**config.mk**
```make
export PLATFORM = sky130hd
export DESIGN_NAME = burst_tone_gen
export DESIGN_NICKNAME = d
export VERILOG_FILES = /design/src/rtl/burst_tone_gen.sv
export SDC_FILE = /design/constraint.sdc
export NUM_CORES = 1
export LEC_CHECK = 0
export ABC_CLOCK_PERIOD_IN_PS = 4050
export CORE_MARGIN = 1
export CORE_UTILIZATION = 58
export CTS_BUF_LIST = sky130_fd_sc_hd__clkbuf_16
export CTS_CLUSTER_SIZE = 28
export DETAILED_ROUTE_END_ITERATION = 8
export GPL_TIMING_DRIVEN = 0
export MAX_ROUTING_LAYER = met4
export PLACE_DENSITY = 0.76
export SYNTH_ARGS = -nofsm -noshare
export SYNTH_HDL_FRONTEND = slang
export SYNTH_SLANG_ARGS = --single-unit
```
**constraint.sdc**
```tcl
create_clock -name clk -period 4.05 [get_ports clk]
set_clock_uncertainty 0.05 [all_clocks]
set_input_delay 1.215 -clock clk [delete_from_list [all_inputs] [get_ports clk]]
set_output_delay 1.215 -clock clk [all_outputs]
set_load 0.005 [all_outputs]
```
**src/rtl/burst_tone_gen.sv**
```systemverilog
// Gated square-wave burst generator driving the phased-delay shift-register chain.
// Optional macro TRIG_SYNC_EN adds a two-flop synchronizer on trig before edge detection.
module burst_tone_gen #(
  parameter int HALF_PERIOD  = 625,
  parameter int BURST_CYCLES = 8,
  parameter int GAP_CLKS     = 500000
) (
  input  logic clk,
  input  logic rst_n,
  input  logic enable,
  input  logic continuous,
  input  logic trig,
  output logic pwm_out,
  output logic busy,
  output logic burst_start
);

  // cyc_cnt has to reach BURST_CYCLES itself, so it is sized for that value.
  localparam int HW = (HALF_PERIOD > 1) ? $clog2(HALF_PERIOD) : 1;
  localparam int CW = (BURST_CYCLES + 1 > 1) ? $clog2(BURST_CYCLES + 1) : 1;
  localparam int GW = (GAP_CLKS > 1) ? $clog2(GAP_CLKS) : 1;

  localparam logic [HW-1:0] HALF_LAST = HW'(HALF_PERIOD - 1);
  localparam logic [CW-1:0] CYC_DONE  = CW'(BURST_CYCLES);
  localparam logic [GW-1:0] GAP_LAST  = GW'(GAP_CLKS - 1);

  typedef enum logic [1:0] {IDLE, BURST, GAP} state_t;

  state_t        state;
  logic [HW-1:0] half_cnt;
  logic [CW-1:0] cyc_cnt;
  logic [GW-1:0] gap_cnt;
  logic          trig_in;
  logic          trig_q;
  logic          trig_rise;

`ifdef TRIG_SYNC_EN
  logic trig_s1;
  logic trig_s2;

  always_ff @(posedge clk or negedge rst_n) begin
    if (!rst_n) begin
      trig_s1 <= 1'b0;
      trig_s2 <= 1'b0;
    end else begin
      trig_s1 <= trig;
      trig_s2 <= trig_s1;
    end
  end

  assign trig_in = trig_s2;
`else
  assign trig_in = trig;
`endif

  // NOTE: sequential state uses non-blocking assignments so every flop samples pre-edge values.
  always_ff @(posedge clk or negedge rst_n) begin
    if (!rst_n) trig_q <= 1'b0;
    else        trig_q <= trig_in;
  end

  assign trig_rise = trig_in & ~trig_q;

  always_ff @(posedge clk or negedge rst_n) begin
    if (!rst_n) begin
      state       <= IDLE;
      pwm_out     <= 1'b0;
      busy        <= 1'b0;
      burst_start <= 1'b0;
      half_cnt    <= '0;
      cyc_cnt     <= '0;
      gap_cnt     <= '0;
    end else begin
      burst_start <= 1'b0;
      case (state)
        IDLE: begin
          pwm_out <= 1'b0;
          busy    <= 1'b0;
          if (enable && (continuous || trig_rise)) begin
            state       <= BURST;
            pwm_out     <= 1'b1;
            busy        <= 1'b1;
            burst_start <= 1'b1;
            half_cnt    <= '0;
            cyc_cnt     <= '0;
          end
        end

        BURST: begin
          if (half_cnt == HALF_LAST) begin
            half_cnt <= '0;
            if (pwm_out) begin
              pwm_out <= 1'b0;
              cyc_cnt <= cyc_cnt + 1'b1;
            end else if (cyc_cnt == CYC_DONE) begin
              // The rising edge that would start an extra cycle becomes the gap entry.
              state   <= GAP;
              gap_cnt <= '0;
            end else begin
              pwm_out <= 1'b1;
            end
          end else begin
            half_cnt <= half_cnt + 1'b1;
          end
        end

        GAP: begin
          pwm_out <= 1'b0;
          if (gap_cnt == GAP_LAST) begin
            if (enable && continuous) begin
              state       <= BURST;
              pwm_out     <= 1'b1;
              burst_start <= 1'b1;
              half_cnt    <= '0;
              cyc_cnt     <= '0;
            end else begin
              state <= IDLE;
              busy  <= 1'b0;
            end
          end else begin
            gap_cnt <= gap_cnt + 1'b1;
          end
        end

        default: begin
          state   <= IDLE;
          pwm_out <= 1'b0;
          busy    <= 1'b0;
        end
      endcase
    end
  end

endmodule

```
* Yosys cells after proc, flatten, opt, wreduce, memory -nomap -nowiden *
Cells that the tools add are included.

storage, ports and cells
  register bits after elaboration = 39
  bits of input ports = 5
  output and inout port bits = 3
  logic and storage cells = 73

operators by class
  $add $sub $neg = 3
  eq/ne operators = 14
  muxes and demuxes = 34
  bitwise logic cells = 3
  reduce and logical (&&, ||, !) cells = 11

operators by type and width
  cell                                           count
  two-way mux 19 bit                             4
  two-way mux 10 bit                             4
  one-hot mux 19 bit (2 select lines)            1
  one-hot mux 10 bit (3 select lines)            1
  two-way mux 4 bit                              5
  adder 19 x 1 -> 19 bit, second input constant  1
  == test 19 bit, second input constant          1
  inequality test 2 bit, second input constant   9
  one-hot mux 4 bit (3 select lines)             1
  adder 10 x 1 -> 10 bit, second input constant  1
  == test 10 bit, second input constant          1
  two-way mux 2 bit                              5
  AND reduction 5 bit                            2
  two-way mux 1 bit                              9
  one-hot mux 1 bit (3 select lines)             2
  one-hot mux 2 bit (3 select lines)             1
  AND reduction 6 bit                            1
  adder 4 x 1 -> 4 bit, second input constant    1
  == test 4 bit, second input constant           1
  AND reduction 4 bit                            1
  AND reduction 3 bit                            1
  nonzero test 3 bit                             1
  == test 2 x 1 -> 1 bit, second input constant  1
  == test 2 bit, second input constant           1
  other kinds (7)                                9

* Longest topological paths before layout *
Gate-level depths: netlist (run 1).

  word-level depth = 6
  mapped depth = 9

* Worst setup path after synthesis (run 1) *
No wires, ideal clock.

  path type = input-to-reg
  start point = input port trig
  end point = register cyc_cnt[3]
  data arrival time = 2.306 ns
  required time = 3.927 ns
  setup slack = 1.621 ns
  stages = 5
  path buffers = 0
  cell sequence = nor3b_1 -> o21ai_1 -> and2_1 -> or4_4 -> a21oi_2

on the way
  cells in the longest elaborated chain, start to end = 5

RTL lines
  what                                    line  source
  start, declared                         12    input logic trig,
  AND 1 bit                               62    assign trig_rise = trig_in & ~trig_q;
  logical OR 1 bit                        79    if (enable && (continuous || trig_rise)) begin
  logical AND 1 bit                       79
  inequality test 2 bit (no source line)  --
  AND reduction 6 bit (no source line)    --
  end signal, assigned                    94    cyc_cnt <= cyc_cnt + 1'b1;
  end, declared                           31    logic [CW-1:0] cyc_cnt;

No other way between the ends.
A chain may end at the register's enable or synchronous reset.

* Final worst setup path (run 1) *
Ends and elaborated chain as after synthesis.

==> flow_metrics.tcl, run 1 <==
set metrics [dict create \
    setup_viol 0 \
    grt_pass1_wl_um 8440 \
    multi_input_area_um2 1100 \
    start_util_pct 62.4 \
    n_antenna_cell 0 \
    track_usage_pct 28.7 \
    postCtsSetupBuffers 0 \
    synth_seq_cells 39 \
    layout_commonest_cell "dfrtp_1" \
    fillers 267 \
    antenna_found_initial 0 \
    leakage_nw 1.10 \
    cts_resized 0 \
    yosysSeqAreaShare_pct 45.8 \
    synthesis.instances 230 \
    worstSetupPathType "primary input to register" \
    critPathMaxFanout 6 \
    ios 8 \
    end_kind "register" \
    synthFlopType "dfrtp_1" \
    cts_num_sinks 39 \
    vias_per_cell 6.32 \
    io_buffers 7 \
    cts_tree "built" \
    final_area_um2 2440 \
    gp_congestion 0.931 \
    max_slew_margin_pct 41.3 \
    cap_violations 0 \
    syn2layout_area_growth_pct 14.6 \
    p_switching_w 0.000165 \
    grt_overflow 0 \
    clkPwrFrac_pct 54.9 \
    hpwl_um 3280 \
    path_clk_slew_ps 60 \
    final_cell_mix "dfrtp_1, nand2_1, o21ai_0, nand3_1, a21oi_1" \
    max_slew.worst_pin.slew_ps 873 \
    seqCellArea_um2 976 \
    p_sw_share_pct 18.1 \
    core_um2 3420 \
    die_h_um 62.6 \
    synth_area_leaders "dfrtp_1, o21ai_0, nand3_1" \
    drv_slew 0 \
    worst-path-buf-inv 1 \
    p_per_area_nw_per_um2 375 \
    syn_area_um2 2130 \
    grt_max_degree 40 \
    fp-row-count 21 \
    synth_top_cell_area_share_pct 45.8 \
    vias 1840 \
    root_buffer "clkbuf_16" \
    final_antenna_net_count 0 \
    setup_tns_ps 0 \
    clk_latency_ps 280 \
    max_freq_mhz 360 \
    synth_nets 240 \
    drc 0 \
    min_period_over_period_pct 68.5 \
    cts_htree_levels 2 \
    slowest_delay_ps 500 \
    firstDrtPassIters 5 \
    ys_warn_count 0 \
    finalPower_w 0.000916 \
    ir_worst_vdd_mv 0.243 \
    comb_power_share_pct 2.1 \
    rsz0062_at_grt "false" \
    cp_slowest_cell "clkdlybuf4s50_1" \
    hold_viol 0 \
    routed_wirelength_um 4830 \
    cp-start-kind "primary input" \
    worstPathRequired_ps 4210 \
    crit_arrival_ps 2940 \
    hold_path.class "register to register" \
    pwr-share-seq_pct 43.1 \
    internal-power_w 0.000751 \
    die_x_um 62.6 \
    synthArstFlopShare_pct 100 \
    wl_per_cell_um 16.6 \
    place_area_um2 2250 \
    cts_hold_buf 0 \
    synth_top_cell_by_area "dfrtp_1" \
    status "finished clean" \
    cts_made_buffers 5 \
    cpLargestDelayFamily "simple AND/OR/NAND/NOR gates" \
    drive_gt1_share_pct 6.94 \
    drt-initial-drc-count 264 \
    synth-edff-count 0 \
    grt_pass1_vias 1778 \
    dieArea_um2 3920 \
    fin_crit_ps 2780 \
    avgSynthCellArea_um2 9.26 \
    cts_buffer_depth 2 \
    synth_cell_types 42 \
    crit_path_cell_trace "clkdlybuf4s50_1 -> nor3b_1 -> o21ai_1 -> and2_1 -> or4_4 -> a21oi_2" \
    nNetsFinal 254 \
]
-- layout make-up --
class / instances / area share [%]
inverter: 10 / 1.54
clock buffer: 5 / 5.12
clock inverter: 3 / 2.61
multi-input combinational: 177 / 45.1
tap: 46 / 2.36
buffer: 4 / 0.666
timing repair buffer: 7 / 2.66
sequential: 39 / 40.0
-- cells by family (layout without fill, tap and decap cells) --
family                     count (synthesis)  count (layout)  share of synthesized area (%)
muxes                                      1               1                          0.470
AOI/OAI and AO/OA                         67              67                           20.2
and+or+nand+nor                           99              99                           26.0
buffers and inverters                     14              29                           2.52
xor gates and xnor gates                   5               5                           2.06
DFF                                       39              39                           45.8
adders and majority gates                  5               5                           2.94
-- registers in the layout (all words and copies together) (netlist names) --
name,cells
gap_cnt,19
pwm_out,1
state,2
burst_start,1
half_cnt,10
cyc_cnt,4
trig_q,1
busy,1
-- stage by stage --
step	hold slack, ps	util (%)	cells	setup slack, ps
2_1_floorplan	393	-	230	1620
3_3_place_gp	426	66.1	283	853
3_5_place_dp	430	66.0	283	959
4_1_cts	437	71.5	291	1260
5_1_grt	479	71.5	291	1140
6_report	445	71.5	291	1270
-- synth_stat cells, types with 2 or more instances --
cell type and number:
or3_1 4, a22o_1 4, a21o_1 3, o2bb2ai_1 2
inv_1 10, a31oi_1 9, and4_1 3, ha_1 5
nor2b_1 4, xnor2_1 2, xor2_1 3, nand2b_1 6
nor2_1 9, nand3_1 18, o21ai_1 2, o31ai_1 4
nor3b_1 2, and2_1 3, a21oi_1 15, clkbuf_1 3
nand4_1 7, o21ai_0 19, and3_1 5, nand2_1 20
nor4_1 4, nor3_1 7, dfrtp_1 39, a211o_1 3
o21a_1 2
-- path summary, 6_finish.rpt --
path | start | cells past startpoint | slack (ps) | end
hold / removal | gap_cnt[18] | 1 | 450 | gap_cnt[18]
hold reg to reg | gap_cnt[18] | 1 | 450 | gap_cnt[18]
setup reg to reg | gap_cnt[0] | 6 | 1490 | half_cnt[6]
max in group asynchronous | rst_n | 1 | 2410 | half_cnt[6]
setup / recovery | trig | 6 | 1270 | cyc_cnt[3]
min in group asynchronous | rst_n | 1 | 990 | gap_cnt[2]
-- per-layer routing --
layer	vias up	GRT usage, %	routed length [um]
li1	882	-	-
met1	881	35.0	2090
met2	71	47.3	2450
met3	6	5.84	206
met4	0	10.2	81
met5	-	-	0
-- power by group through the flow --
| stage | Sequential [W] | Clock (W) | Combinational [W] |
|---|---|---|---|
| 4_1_cts | 0.000395 | 0.000509 | 0.0000196 |
| 6_report | 0.000395 | 0.000503 | 0.0000189 |
| 5_1_grt | 0.000395 | 0.000529 | 0.0000215 |
| 3_3_place_gp | 0.000401 | 0 | 0.0000189 |
| 2_1_floorplan | 0.000401 | 0 | 0.00000493 |
| 3_5_place_dp | 0.000402 | 0 | 0.0000195 |
Note: power is estimated with default switching activity, not from simulation.
==> inputs of run 2 (changes only) <==
- ABC_CLOCK_PERIOD_IN_PS: 4050 -> 2750
- clock period: 4.05 -> 2.75 ns (I/O delays scaled with it)
==> results of run 2 <==
The final DEF is identical to that of run 1. Status: finished clean.
Among the figures that moved: setup slack after placement 959 ps -> 48.9 ps; setup slack after layout 1270 ps -> 189 ps; start point of the critical path trig -> gap_cnt[0]; end point of the critical path cyc_cnt[3] -> half_cnt[6]; register-to-register setup slack 1490 ps -> 190 ps; total power 0.000916 W -> 0.00135 W; worst IR drop on VDD 0.243 mV -> 0.357 mV
==> inputs of run 3 (changes only) <==
- CAP_MARGIN: default -> 5
==> results of run 3 <==
The final DEF is identical to that of run 1. Status: finished clean.
Among the figures that moved: setup slack after placement 959 ps -> 48.9 ps; setup slack after layout 1270 ps -> 189 ps; start point of the critical path trig -> gap_cnt[0]; end point of the critical path cyc_cnt[3] -> half_cnt[6]; register-to-register setup slack 1490 ps -> 190 ps; total power 0.000916 W -> 0.00135 W; worst IR drop on VDD 0.243 mV -> 0.357 mV
